`config.mk`:
```
export PLATFORM = sky130hd
export DESIGN_NAME = pe_arbiter
export DESIGN_NICKNAME = d
export VERILOG_FILES = /design/src/rtl/pe_arbiter.sv
export SDC_FILE = /design/constraint.sdc
export NUM_CORES = 1
export LEC_CHECK = 0
export CORE_MARGIN = 1.5
export CORE_UTILIZATION = 54
export CTS_CLUSTER_DIAMETER = 50
export DETAILED_ROUTE_END_ITERATION = 10
export PLACE_DENSITY_LB_ADDON = 0.25
export SLEW_MARGIN = 0
export SYNTH_ARGS = -nofsm -noshare
export SYNTH_HDL_FRONTEND = slang
export SYNTH_SLANG_ARGS = --single-unit
```
`constraint.sdc`:
```
create_clock -name clk_i -period 2.8 [get_ports clk_i]
set_input_delay 0.84 -clock clk_i [delete_from_list [all_inputs] [get_ports clk_i]]
set_output_delay 0.84 -clock clk_i [all_outputs]
set_load 0.1 [all_outputs]
```
`src/rtl/pe_arbiter.sv`:
```
// Four-requester arbiter: fixed-priority or round-robin selection with a
// registered one-hot grant held until the owner releases or the hold limit hits.
module pe_arbiter #(
  parameter int unsigned MAX_HOLD = 8
) (
  input  logic       clk_i,
  input  logic       rst_i,
  input  logic [3:0] req_i,
  input  logic       mode_i,
  output logic [3:0] gnt_o,
  output logic [1:0] gnt_id_o,
  output logic       valid_o,
  output logic       timeout_o
);

  typedef enum logic {IDLE = 1'b0, GRANT = 1'b1} state_t;

  localparam logic [7:0] HOLD_LAST = 8'(MAX_HOLD - 1);

  state_t     state_q;
  logic [3:0] gnt_q;
  logic [1:0] gnt_id_q;
  logic       valid_q;
  logic       timeout_q;
  logic [7:0] cnt_q;
  logic [1:0] last_q;

  logic       drop_d;
  logic       limit_d;
  logic [3:0] mask_d;
  logic [1:0] win_d;

  // Winner of a masked vector: highest bit in fixed mode, or first set bit
  // searching last+1, last+2, last+3, last in round-robin mode.
  function automatic logic [1:0] pick(input logic [3:0] m, input logic rr,
                                      input logic [1:0] last);
    logic [1:0] w;
    logic [1:0] idx;
    w = 2'b00;
    if (!rr) begin
      for (int i = 0; i < 4; i++) begin
        if (m[i]) w = 2'(i);
      end
    end else begin
      // Descending scan so the nearest position after last wins.
      for (int i = 4; i >= 1; i--) begin
        idx = last + 2'(i);
        if (m[idx]) w = idx;
      end
    end
    return w;
  endfunction

  // Release conditions and the arbitration candidate for the coming edge.
  always_comb begin
    drop_d  = ~req_i[gnt_id_q];
    limit_d = (cnt_q == HOLD_LAST);
    mask_d  = req_i;
    if (state_q == GRANT) mask_d[gnt_id_q] = 1'b0;
    win_d   = pick(mask_d, mode_i, last_q);
  end

  // Grant FSM with all outputs registered.
  always_ff @(posedge clk_i) begin
    if (rst_i) begin
      state_q   <= IDLE;
      gnt_q     <= 4'b0000;
      gnt_id_q  <= 2'b00;
      valid_q   <= 1'b0;
      timeout_q <= 1'b0;
      cnt_q     <= 8'd0;
      last_q    <= 2'b11;
    end else begin
      case (state_q)
        IDLE: begin
          timeout_q <= 1'b0;
          if (|mask_d) begin
            state_q  <= GRANT;
            gnt_q    <= 4'b0001 << win_d;
            gnt_id_q <= win_d;
            valid_q  <= 1'b1;
            cnt_q    <= 8'd0;
            last_q   <= win_d;
          end
        end
        GRANT: begin
          if (drop_d || limit_d) begin
            // A drop on the limit cycle counts as a normal release.
            timeout_q <= limit_d & ~drop_d;
            cnt_q     <= 8'd0;
            if (|mask_d) begin
              gnt_q    <= 4'b0001 << win_d;
              gnt_id_q <= win_d;
              valid_q  <= 1'b1;
              last_q   <= win_d;
            end else begin
              state_q  <= IDLE;
              gnt_q    <= 4'b0000;
              gnt_id_q <= 2'b00;
              valid_q  <= 1'b0;
            end
          end else begin
            timeout_q <= 1'b0;
            cnt_q     <= cnt_q + 8'd1;
          end
        end
        default: state_q <= IDLE;
      endcase
    end
  end

  assign gnt_o     = gnt_q;
  assign gnt_id_o  = gnt_id_q;
  assign valid_o   = valid_q;
  assign timeout_o = timeout_q;

endmodule

```
==> metrics <==
Mapped Area about 1200 um^2; CTS buffer count 3; Hold Path Depth 2; Root Buffer clkbuf_4; Setup Buffers After CTS 0; fmax around 0.4 GHz; number of antenna violations at the first check in global routing 0; power share of the sequential group a little under two fifths; Reg clk slew, reported paths 0.11 ns; critical path endpoint category flip-flop; clock sink count 19; Clock power frac ~16%; final period utilization 88.5%; Worst Skew between 0.008 and 0.009 ns; placed insts around 190; gr ovfl total 0; r2r setup slk about 0.74 ns; hold path start gnt_o[3]; Synthesized Nets 147; synth unique cells 56; Seq/Total Area, Yosys a little under a third; WP data arrival 2.69 ns; Synth Instances 139; Hold EP gnt_o[3]; Tot GR Track Use around 25%; worst-margin pin slew ~0.49 ns; Initial DRC Count 45; post-synthesis async set-or-reset flop share 0%; CTS tree built; setup TNS 0 ns; final setup margin ~0.32 ns; die area between 2000 and 3000 um^2; # hold bufs at CTS 0; Worst Hold Class flip-flop to flip-flop; DP HPWL about 2200 um; clock latency on the worst-skew pair roughly 0.3 ns; Routed WL 2920 um; cts repair resizes 0; EDFF count, synth 0; Setup Slack @ Placement between 0.02 and 0.025 ns; gpl congestion 0.948; I/O Buffers 14; Top FF cell, synth dfxtp_1; Clock Tree Buf Depth 2; final setup vio count 0; Syn Area/Cell between 8 and 9 um^2; DRC viols 0; IO Pins 15; Leakage ~0.56 nW; PwrDens roughly 600 nW/um^2; worst r2r dst gnt_o[3]; Initial Util ~59%; status complete, no violations; NetSw about 380 uW; fin cells between 150 and 200; post-layout util between 70 and 80%; unrepaired setup endpoints after global routing no; Startpoint Class primary input; DR pass1 iterations 4; Setup CP Type primary input to flip-flop; chip width approximately 50 um; Synth Warn # 0; data required time of the worst path 3.01 ns; # rows 16; Worst VDD drop approximately 750 uV; #FFs+latches synth 19; Pins Over Slew Limit 0; DR vias roughly 1200; area growth from synthesis to layout 19.6%; max-cap violations 0; Die H 50.4 um; htree depth 1; cells on worst reg2reg path 6; Min Clock Period, post-route about 2.5 ns; final hold violations 0; layout cells sized above 1 22.8%; largest net degree at the start of global routing 14; antenna cells 0; Logic pwr share 45.9%; sw frac roughly 43%; Nets 171; Reg-to-Reg Start state_q; internal power 495 uW; vias per std cell 6.58; DR WL/cell around 15 um; core area 2040 um^2; antenna-violating nets left 0; first-pass GRT wire length just under 5000 um; CP Max Fanout 8; vias in the first global route 1147; total power ~870 uW; Worst slew margin 67.0%
## placed cells by master (no fill, tap or decap), drive strengths merged, types with 3 or more instances in the layout
master / n
o22ai: 3
buf: 21
nand2: 7
nor2: 9
nand3: 5
mux2: 3
o32ai: 3
clkbuf: 4
nand2b: 4
dfxtp: 19
inv: 6
clkdlybuf4s50: 6
nor3: 3
a21oi: 9
o21ai: 8
a311oi: 4
a211oi: 4
a22oi: 3
## power by group through the flow
stage	registers (mW)	logic [mW]	clock network, mW
floorplan	0.440	0.194	0
CTS	0.335	0.398	0.139
global placement	0.339	0.389	0
global route	0.340	0.427	0.155
finish	0.335	0.401	0.137
detailed placement	0.341	0.397	0
## logic make-up (layout without fill, tap and decap cells)
kind of cell	after synthesis	after routing	synth area share, %
AND/OR/NAND/NOR	43	43	21.2
AO/OA/AOI/OAI	54	54	32.9
XOR/XNOR	2	2	2.06
multiplexers	6	6	6.29
flip-flops	19	19	31.4
adder cells (fa/ha/maj)	1	1	1.03
buffers and inverters	14	37	5.16
## synthesized netlist by cell type (2+ instances only)
cell type | n | area share (%)
dfxtp_1 | 19 | 31
a21oi_1 | 9 | 3.7
nor2_1 | 8 | 2.5
o21ai_0 | 8 | 3.3
nand2_1 | 7 | 2.2
inv_1 | 6 | 1.9
buf_2 | 5 | 2.1
nand3_1 | 5 | 2.1
a211oi_1 | 4 | 2.5
a311oi_1 | 4 | 2.9
nand2b_1 | 4 | 2.1
a22oi_1 | 3 | 1.9
o32ai_1 | 3 | 2.2
a32o_1 | 2 | 1.7
a41o_1 | 2 | 1.7
a41oi_1 | 2 | 1.4
clkbuf_1 | 2 | 0.62
mux2_2 | 2 | 1.9
mux2i_1 | 2 | 1.7
nand3b_1 | 2 | 1.2
nor3_1 | 2 | 0.83
nor4_1 | 2 | 1.0
o211ai_1 | 2 | 1.2
o22ai_1 | 2 | 1.0
## worst max-delay path by stage
| stage | start | end | slack, ns |
|---|---|---|---|
| 4_1_cts | req_i[1] | gnt_o[2] | 0.32 |
| 6_report | req_i[3] | gnt_o[3] | 0.32 |
| 5_1_grt | req_i[3] | gnt_o[3] | 0.19 |
| 3_3_place_gp | req_i[1] | gnt_o[0] | 0.08 |
| 2_1_floorplan | gnt_id_o[0] | gnt_o[0] | 0.33 |
| 3_5_place_dp | req_i[3] | gnt_o[0] | 0.02 |
## metrics by stage
step	hold slack (ns)	area [um^2]
3_3_place_gp	0.444	1420
4_1_cts	0.469	1450
2_1_floorplan	0.475	1210
3_5_place_dp	0.451	1420
5_1_grt	0.492	1450
6_report	0.466	1450
## registers in the layout, summed over array words and instances, names as in the netlist
signal	count
cnt_q	8
gnt_o	4
gnt_id_o	2
last_q	2
state_q	1
timeout_o	1
valid_o	1
## per-layer routing
layer  part of all wire [%]  vias up  track usage [%]
li1                       -      590                -
met1                     44      603             31.8
met2                     49       40             42.8
met3                    4.3       10             2.38
met4                    2.1        0             11.3
met5                      0        -                0
## critical path: stages
cell and delay, ns:
clkdlybuf4s50_1 0.59, buf_4 0.18, nand3b_1 0.13, o32ai_1 0.43, a211oi_1 0.10, buf_4 0.16, o32ai_1 0.25
## layout make-up
cell class	count	area (um^2)
clock buffer	4	26.3
fill	184	592
multi-input combinational	106	769
sequential	19	380
tap	27	33.8
timing repair buffer	27	218
inverter	6	22.5
(Power assumes the default switching activity.)
